`config.mk`:
```
export PLATFORM = sky130hd
export DESIGN_NAME = beep_sequencer
export DESIGN_NICKNAME = d
export VERILOG_FILES = /design/src/rtl/beep_sequencer.sv
export SDC_FILE = /design/constraint.sdc
export NUM_CORES = 1
export LEC_CHECK = 0
export CORE_ASPECT_RATIO = 1.1
export CORE_MARGIN = 5
export CORE_UTILIZATION = 35
export DETAILED_ROUTE_END_ITERATION = 8
export RECOVER_POWER = 25
export SLEW_MARGIN = 10
export SYNTH_ARGS = -nofsm -noshare
export SYNTH_HDL_FRONTEND = slang
export SYNTH_SLANG_ARGS = --single-unit
```
`constraint.sdc`:
```
create_clock -name clk -period 2.5 [get_ports clk]
set_input_delay 0.5 -clock clk [delete_from_list [all_inputs] [get_ports clk]]
set_output_delay 0.5 -clock clk [all_outputs]
set_load 0.03 [all_outputs]
```
`src/rtl/beep_sequencer.sv`:
```
// beep_sequencer: burst tone beeper driving an active-low buzzer pin.
// Optional macro BEEP_RETRIGGER_EN: a beep while busy restarts the burst.
module beep_sequencer #(
  parameter int TONE_DIV_W = 16,
  parameter int TONE_DIV   = 1,
  parameter int TICK_W     = 8,
  parameter int ON_TICKS   = 100,
  parameter int OFF_TICKS  = 100,
  parameter int CNT_W      = 4
) (
  input  logic             clk,
  input  logic             rst,
  input  logic             tick,
  input  logic             beep,
  input  logic [CNT_W-1:0] burst,
  input  logic             stop,
  input  logic             beep_enabled,
  output logic             beep_port,
  output logic             busy,
  output logic             done
);

  typedef enum logic [1:0] {
    IDLE,
    ON,
    OFF
  } state_t;

  localparam logic [TICK_W-1:0] ON_LD  = TICK_W'(ON_TICKS);
  localparam logic [TICK_W-1:0] OFF_LD = TICK_W'(OFF_TICKS);
  localparam logic [TICK_W-1:0] DUR_1  = TICK_W'(1);
  localparam logic [CNT_W-1:0]  REM_1  = CNT_W'(1);
  localparam logic [TONE_DIV_W-1:0] TONE_TOP =
    TONE_DIV_W'(TONE_DIV - 1);

  state_t                  state, state_n;
  logic [CNT_W-1:0]        remaining, remaining_n;
  logic                    cont, cont_n;
  logic [TICK_W-1:0]       dur_cnt, dur_n;
  logic [TONE_DIV_W-1:0]   tone_cnt, tone_n;
  logic                    port_n;
  logic                    done_n;
  logic                    start;

  // Accept a request from IDLE, or from anywhere when retrigger is built in
`ifdef BEEP_RETRIGGER_EN
  assign start = beep;
`else
  assign start = beep && (state == IDLE);
`endif

  // State, counters and all outputs are registered
  always_ff @(posedge clk or posedge rst) begin
    if (rst) begin
      state     <= IDLE;
      remaining <= '0;
      cont      <= 1'b0;
      dur_cnt   <= '0;
      tone_cnt  <= '0;
      beep_port <= 1'b1;
      busy      <= 1'b0;
      done      <= 1'b0;
    end else begin
      state     <= state_n;
      remaining <= remaining_n;
      cont      <= cont_n;
      dur_cnt   <= dur_n;
      tone_cnt  <= tone_n;
      beep_port <= port_n;
      busy      <= (state_n != IDLE);
      done      <= done_n;
    end
  end

  // Next-state: disable, stop, start/retrigger, then normal sequencing
  always_comb begin
    state_n     = state;
    remaining_n = remaining;
    cont_n      = cont;
    dur_n       = dur_cnt;
    tone_n      = tone_cnt;
    port_n      = beep_port;
    done_n      = 1'b0;
    if (!beep_enabled || stop) begin
      state_n     = IDLE;
      remaining_n = '0;
      cont_n      = 1'b0;
      dur_n       = '0;
      tone_n      = '0;
      port_n      = 1'b1;
    end else if (start) begin
      state_n     = ON;
      remaining_n = burst;
      cont_n      = (burst == '0);
      dur_n       = ON_LD;
      tone_n      = '0;
      port_n      = 1'b1;
    end else begin
      unique case (state)
        ON: begin
          if (tone_cnt == TONE_TOP) begin
            port_n = ~beep_port;
            tone_n = '0;
          end else begin
            tone_n = tone_cnt + 1'b1;
          end
          if (tick) begin
            if (dur_cnt == DUR_1) begin
              port_n = 1'b1;
              tone_n = '0;
              if (!cont && remaining == REM_1) begin
                state_n     = IDLE;
                remaining_n = '0;
                dur_n       = '0;
                done_n      = 1'b1;
              end else begin
                state_n     = OFF;
                remaining_n = cont ? remaining
                                   : remaining - REM_1;
                dur_n       = OFF_LD;
              end
            end else begin
              dur_n = dur_cnt - DUR_1;
            end
          end
        end
        OFF: begin
          port_n = 1'b1;
          if (tick) begin
            if (dur_cnt == DUR_1) begin
              state_n = ON;
              dur_n   = ON_LD;
              tone_n  = '0;
            end else begin
              dur_n = dur_cnt - DUR_1;
            end
          end
        end
        default: begin
          port_n = 1'b1;
        end
      endcase
    end
  end

endmodule
```
Word level (Yosys, flattened, before mapping)
Cells that the tools add are included.

Div/mod/pow operators: 0. $mul: 0. Order comparisons: 0. Multiplexer cells: 45. Reductions and logical operators: 17. Equal/unequal tests: 8. Shifts and indexed selects: 0. Bitwise gates (word level): 1. Add/sub/neg operators: 3.

Operators by type and width (count): $mux W16 (7); $mux W8 (6); $pmux W16 S2 (1); $mux W4 (7); $add A16 B1 Y16 const B (1); $logic_not A16 Y1 (1); $pmux W8 S2 (1); $mux W1 (14); $mux W2 (7); $ne A4 B4 Y1 const B (3); $reduce_bool A3 Y1 (3); $eq A8 B1 Y1 const B (1); $sub A8 B1 Y8 const B (1); $mux W7 (1); $reduce_and A3 Y1 (2); $eq A4 B1 Y1 const B (1); $logic_not A4 Y1 (1); $ne A4 B1 Y1 const B (1); $pmux W2 S2 (1); $reduce_and A4 Y1 (1); $reduce_bool A2 Y1 (2); $reduce_bool A4 Y1 (1); $sub A4 B1 Y4 const B (1); $eq A2 B1 Y1 const B (1); 6 further kinds (8).

Bits in registers: 34. Latch bits: 0. RAM bits: 0. Output and inout bits: 3. Memories: 0. Word-level logic and storage cells: 82. Bits in read-only memories: 0. Input port bits: 10.

Longest topological paths before layout
Gate-level depths: netlist of the first run.

Depth in word-level cells: 9. Gate-level depth with buffers: 8. Gate-level depth less buffers: 7.

Worst setup path before layout of the first run
OpenSTA, ideal clock, no wires.

Path kind: reg-to-reg. From: register dur_cnt[1]. To: register tone_cnt[2]. Buffers on the path: 1. Data required time: 2379 ps. Data arrival time: 1972 ps. Cell stages (with the launch flop): 9. Path slack: 407 ps. Setup time: 121 ps. Period minus slack after synthesis: 2093 ps. Path through: dfrtp_1 -> inv_1 -> ha_1 -> or4bb_1 -> or2_2 -> o21ai_0 -> a21o_1 -> buf_2 -> nor2_1.

Longest elaborated chain between the ends: 6. Elaborated cells between the ends (all ways): 8. Those cells by class: eq/ne: 2; mux: 5; reduce/logical: 1.

Ends and longest elaborated chain: from (decl) (RTL line 39) `logic [TICK_W-1:0] dur_cnt, dur_n;`; from (signal assigned) (RTL line 67) `dur_cnt <= dur_n;`; $eq A8 B1 Y1 (*) (RTL line 108, 130); $mux W16 (RTL line 108) `if (dur_cnt == DUR_1) begin`; $mux W16 (RTL line 107) `if (tick) begin`; $pmux W16 S2 (RTL line 99) `unique case (state)`; $mux W16 (RTL line 91) `end else if (start) begin`; $mux W16 (RTL line 84) `if (!beep_enabled || stop) begin`; to (signal assigned) (RTL line 68) `tone_cnt <= tone_n;`; to (decl) (RTL line 40) `logic [TONE_DIV_W-1:0] tone_cnt, tone_n;`.

Every way passes the cells marked *; elsewhere a longest branch is shown, timed or not. A chain may end at the register's enable or synchronous reset.

Worst setup path in the final report of the first run
From: register dur_cnt[1]. To: register tone_cnt[15].

Same word-level chain as after synthesis.

==> results of run 1 <==
[worst max-delay path: cells and delay by family, from the launching register on]
family / cells / cell delay, ps
and+or+nand+nor: 4 / 1370
DFF: 1 / 400
adders and majority gates: 1 / 170
AOI/OAI and AO/OA: 1 / 150
buffers and inverters: 1 / 100
[state kept, by name, summed over array words and instances (netlist names)]
| name | flops |
|---|---|
| done | 1 |
| dur_cnt | 8 |
| tone_cnt | 16 |
| cont | 1 |
| remaining | 4 |
| busy | 1 |
| beep_port | 1 |
| state | 2 |
[power by group]
group,total [mW],internal (mW),leakage [nW],switching [mW]
logic,0.165,0.0743,0.483,0.0908
registers,0.578,0.564,0.465,0.0141
clock network,0.496,0.293,0.0579,0.203
[cell usage after synthesis, types with 4 or more instances]
cell	number	area [sq um]
xnor2_1	7	61.31
a21oi_1	18	90.09
or3_1	10	62.56
a31oi_1	4	25.02
dfrtp_1	33	825.8
nand4_1	6	37.54
nor3_1	7	35.03
nand2_1	20	75.07
nor2_1	20	75.07
nor4_1	5	31.28
inv_1	16	60.06
clkbuf_1	6	22.52
o21ai_0	16	80.08
nand3_1	8	40.04
ha_1	9	112.6
[metal layers]
metal	global-route usage	vias to the layer above	routed length [um]
li1	-	888	-
met1	0.1643	885	2081
met2	0.2246	28	2375
met3	0.02834	7	167
met4	0.03270	0	53
met5	0	-	0
[cell type report]
class                           count  area, sq um
Inverter                           16        60.06
Tap cell                           77        96.34
Clock buffer                        5        68.82
Clock inverter                      3        40.04
Multi-Input combinational cell    176         1107
Sequential cell                    34        852.1
Fill cell                         615         3273
Timing Repair Buffer               26        235.2
[stage by stage]
stage	TNS, ps	worst slack [ps]	cells
floorplan	0	406.6	234
global placement	-180.4	-76.62	329
detailed placement	-484.0	-131.9	329
CTS	0	176.7	337
global route	0	48.12	337
finish	0	246.3	337
[kinds of logic after synthesis]
family | after synthesis | synth area share
buf+inv | 24 | 0.04826
xor+xnor | 10 | 0.04276
compound gates | 57 | 0.1692
fa+ha+maj | 9 | 0.05498
mux | 1 | 0.004887
simple gates | 99 | 0.2639
flops | 34 | 0.4160
[repair_timing]
action                     CTS  global route
hold endpoints to repair     0             0
setup buffers                0             0
setup endpoints to repair    0             4
gates resized for setup      0             2
[final timing paths]
kind | cells after the start | startpoint | end | slack [ps]
max | 7 | dur_cnt[1]$_DFFE_PP0P_ | tone_cnt[15]$_DFFE_PP0P_ | 250
max reg2reg | 7 | dur_cnt[1]$_DFFE_PP0P_ | tone_cnt[15]$_DFFE_PP0P_ | 250
max in group asynchronous | 3 | rst | tone_cnt[12]$_DFFE_PP0P_ | 1060
min in group asynchronous | 3 | rst | dur_cnt[6]$_DFFE_PP0P_ | 910
min | 2 | remaining[1]$_DFFE_PP0P_ | remaining[1]$_DFFE_PP0P_ | 530
min reg2reg | 2 | remaining[1]$_DFFE_PP0P_ | remaining[1]$_DFFE_PP0P_ | 530
[cells in the final DEF (no fill, tap or decap), types with 4 or more instances in the layout]
cell type and n:
nor2_1 20, dfrtp_1 33, ha_1 9, inv_1 16, clkdlybuf4s50_1 11, nor3_2 4, nor3_1 5, nand2_1 20
nand4_1 6, nor4_1 5, or3_1 10, a31oi_1 4, buf_4 12, nand3_1 8, a21oi_1 18, clkbuf_8 5
xnor2_1 7, o21ai_0 16
==> results.tsv, run 1 <==
metric	value	unit
wire_per_inst	13.88	um
fin_nets	278	
cts_buffer_depth	2	
syn_area	0.002048	sq mm
status	finished clean	
synth_nets	253	
clkTransAtPathRegs	70	ps
n_antenna_cell	0	
cts_root_buf	clkbuf_8	
cellLeakagePower	1.007	nW
rsz0062_at_grt	false	
critPathCaptureType	flip-flop	
wl	4677	um
dieArea	0.007484	sq mm
cts_tree	yes	
num_rows	29	
start_util	0.3573	
ios	13	
p_per_area	503.7	mW/mm^2
critPathMaxStageDelay	570	ps
critPathArrivalTime	2470	ps
worstMarginPinSlew	861.4	ps
globalplace.congestion	0.7988	
core	0.005733	sq mm
synth_seq_cells	34	
via_per_inst	5.365	
p_total	1.239	mW
dpl_cell_area	0.002344	sq mm
grt_pass1_wl	8059	um
ant_nets	0	
synth.distinct_cells	45	
drive_above_1_share	0.1154	
hold_viol_final	0	
die_y	90.23	um
holdWs	534.9	ps
yosysSeqAreaShare	0.4160	
grt_usage	0.1301	
drcViolationCount	0	
synth_edf_count	0	
synthFlopType	dfrtp_1	
ys_warn_count	0	
drt_first_pass_iters	4	
cp-start-kind	flip-flop	
cts.sinks	34	
port_buffers	12	
synthCells	234	
worstPathCellList	inv_1, ha_1, or4bb_1, nor3_2, nor3_2, or4_1, a21oi_1	
setup_viol	0	
synthArstFlopShare	1.000	
overflow	0	
fin_crit	2254	ps
num_vias	1808	
cts_buffers	5	
clock_skew	4.705	ps
period_share	0.9015	
cap_viol_max_count	0	
ir_drop	0.2678	mV
cts_htree_levels	2	
syn2layout_area_growth	20.10	%
cp_max_fo	11	
worstPathRequired	2710	ps
antenna_found_initial	0	
fmax	443.7	MHz
grt_max_degree	35	
grt_pass1_vias	1727	
clock_latency	280	ps
dp_hpwl	3477	um
critPathSlowestCell	or4bb_1	
first_iter_violations	58	
stdcell_area	0.002460	sq mm
crit_type	reg2reg	
die_w	82.94	um
synth_area_per_cell	8.753	sq um
timing.critical_path.mode_cell	nor3_2	
max_slew_margin	0.4257	
cts_hold_buf	0	
drv_slew	0	
finish.utilization	0.4291	
hp-class	reg2reg	
Note: power is estimated with default switching activity, not from simulation.
==> inputs of run 2 (changes only) <==
--- a/config.mk
+++ b/config.mk
@@ -8,9 +8,11 @@
 export CORE_ASPECT_RATIO = 1.1
 export CORE_MARGIN = 5
 export CORE_UTILIZATION = 35
+export CTS_CLUSTER_DIAMETER = 50
 export DETAILED_ROUTE_END_ITERATION = 8
 export RECOVER_POWER = 25
 export SLEW_MARGIN = 10
 export SYNTH_ARGS = -nofsm -noshare
 export SYNTH_HDL_FRONTEND = slang
 export SYNTH_SLANG_ARGS = --single-unit
+export TNS_END_PERCENT = 100
==> results of run 2 <==
Same layout as run 1: the final DEF is identical, and so are final timing and power.
==> inputs of run 3 (changes only) <==
--- a/config.mk
+++ b/config.mk
@@ -5,13 +5,13 @@
 export SDC_FILE = /design/constraint.sdc
 export NUM_CORES = 1
 export LEC_CHECK = 0
-export CORE_ASPECT_RATIO = 1.1
 export CORE_MARGIN = 5
 export CORE_UTILIZATION = 35
 export CTS_CLUSTER_DIAMETER = 50
 export DETAILED_ROUTE_END_ITERATION = 8
 export RECOVER_POWER = 25
-export SLEW_MARGIN = 10
+export REMOVE_ABC_BUFFERS = 1
+export SLEW_MARGIN = 40
 export SYNTH_ARGS = -nofsm -noshare
 export SYNTH_HDL_FRONTEND = slang
 export SYNTH_SLANG_ARGS = --single-unit
==> run 3 against run 2 <==
Effect of this change: critical path depth is 1 higher; first-iteration DRC count is 10% lower; global-route usage is 0.38 points higher; largest power group unchanged; worst hold slack worse by 13 ps; setup slack worse by 15 ps.
==> results.tsv, run 3 (synthesis results as in run 1) <==
metric	value	unit
p_per_area	480.0	mW/mm^2
drv_slew	0	
drcViolationCount	0	
globalplace.congestion	0.8446	
rsz0062_at_grt	false	
critPathSlowestCell	or4bb_1	
ant_nets	0	
cp-start-kind	flip-flop	
critPathMaxStageDelay	510	ps
cts_buffer_depth	2	
top_regs	tone_cnt: 16 flops, dur_cnt: 8 flops, remaining: 4 flops	
whs_path_depth	2	
wl	4646	um
via_per_inst	5.227	
fin_crit	2268	ps
clkTransAtPathRegs	80	ps
critPathCaptureType	flip-flop	
num_vias	1751	
drt_first_pass_iters	4	
cap_viol_max_count	0	
cts_tree	yes	
seq_area	852.1	sq um
crit_type	reg2reg	
worstPathRequired	2720	ps
multi_input_area	0.001097	sq mm
overflow	0	
critPathArrivalTime	2490	ps
grt_pass1_vias	1767	
clock_skew	8.103	ps
p_total	1.177	mW
crit_buf_inv	2	
n_fill_cell	578	
start_util	0.3652	
holdWs	521.8	ps
regMostFlops	tone_cnt	
cts_buffers	5	
worstPathCellList	inv_1, ha_1, or4bb_1, buf_4, nor3_2, nor3_1, or3_1, a21oi_1	
fin_nets	281	
grt_pass1_wl	8107	um
finish.utilization	0.4373	
grt_usage	0.1339	
cts_root_buf	clkbuf_8	
cts.sinks	34	
status	finished clean	
cts_htree_levels	2	
cts_hold_buf	0	
reg2reg_depth	8	
dieArea	0.007482	sq mm
postCtsSetupRepairBufs	0	
stdcell_area	0.002452	sq mm
layout.cells.most_common	dfrtp_1	
period_share	0.9074	
syn2layout_area_growth	19.73	%
final_cell_mix	dfrtp_1 (33), nand2_1 (20), nor2_1 (20)	
die_w	86.50	um
antenna_found_initial	0	
hp-class	reg2reg	
largest_reg_flops	16	
clock_latency	290	ps
cpLargestDelayFamily	simple AND/OR/NAND/NOR gates	
core	0.005608	sq mm
cp.depth	8	
wire_per_inst	13.87	um
grt_max_degree	35	
worstMarginPinSlew	850.5	ps
num_rows	27	
cts.repair.resized	0	
dpl_cell_area	0.002360	sq mm
setup_viol	0	
dp_hpwl	3443	um
first_iter_violations	52	
die_y	86.50	um
hold_viol_final	0	
fmax	440.8	MHz
drive_above_1_share	0.1179	
cellLeakagePower	1.008	nW
port_buffers	12	
max_slew_margin	0.4330	
cp_max_fo	7	
ir_drop	0.1871	mV
n_antenna_cell	0	
ios	13	
-- run 3: worst reg2reg max path, cell delays in order (launching register included) --
cell and delay, ps:
dfrtp_1 390, inv_1 100, ha_1 160, or4bb_1 510, buf_4 170, nor3_2 200
nor3_1 160, or3_1 370, a21oi_1 150
-- run 3: per-stage QoR --
| stage | cells | setup TNS (ps) | worst slack [ps] |
|---|---|---|---|
| after floorplan | 226 | 0 | 364.9 |
| after global placement | 327 | -42.97 | -26.70 |
| after detailed placement | 327 | -193.5 | -52.81 |
| after CTS | 335 | 0 | 220.7 |
| after global routing | 335 | 0 | 37.12 |
| final | 335 | 0 | 231.6 |
-- run 3: path summary, 6_finish.rpt --
| path | from | to | slack, ps |
|---|---|---|---|
| hold reg to reg | remaining[1]$_DFFE_PP0P_ | remaining[1]$_DFFE_PP0P_ | 520 |
| hold / removal | remaining[1]$_DFFE_PP0P_ | remaining[1]$_DFFE_PP0P_ | 520 |
| setup reg to reg | dur_cnt[1]$_DFFE_PP0P_ | tone_cnt[14]$_DFFE_PP0P_ | 230 |
| max in group asynchronous | rst | tone_cnt[5]$_DFFE_PP0P_ | 1070 |
| setup / recovery | dur_cnt[1]$_DFFE_PP0P_ | tone_cnt[14]$_DFFE_PP0P_ | 230 |
| min in group asynchronous | rst | tone_cnt[3]$_DFFE_PP0P_ | 900 |
-- run 3: where the power goes --
group          internal (mW)  total (mW)  switching [mW]
registers              0.563       0.577          0.0137
clock network          0.221       0.433           0.211
logic                 0.0770       0.167          0.0903
total                  0.862        1.18           0.315
-- run 3: routing by layer --
layer	vias up	routed length [um]	GRT usage	part of all wire
met5	-	0	0	0
met2	16	2196	0.2128	0.47
li1	894	-	-	-
met3	7	101	0.03137	0.022
met1	834	2276	0.1803	0.49
met4	0	71	0.04108	0.015
-- run 3: area by class of cell --
class                   count  share of cell area
well taps                  72             0.03673
flip-flops and latches     34              0.3474
clock buffers               6             0.03367
inverters                  16             0.02449
repair buffers             29              0.1051
clock inverters             2            0.005102
multi-input cells         176              0.4474
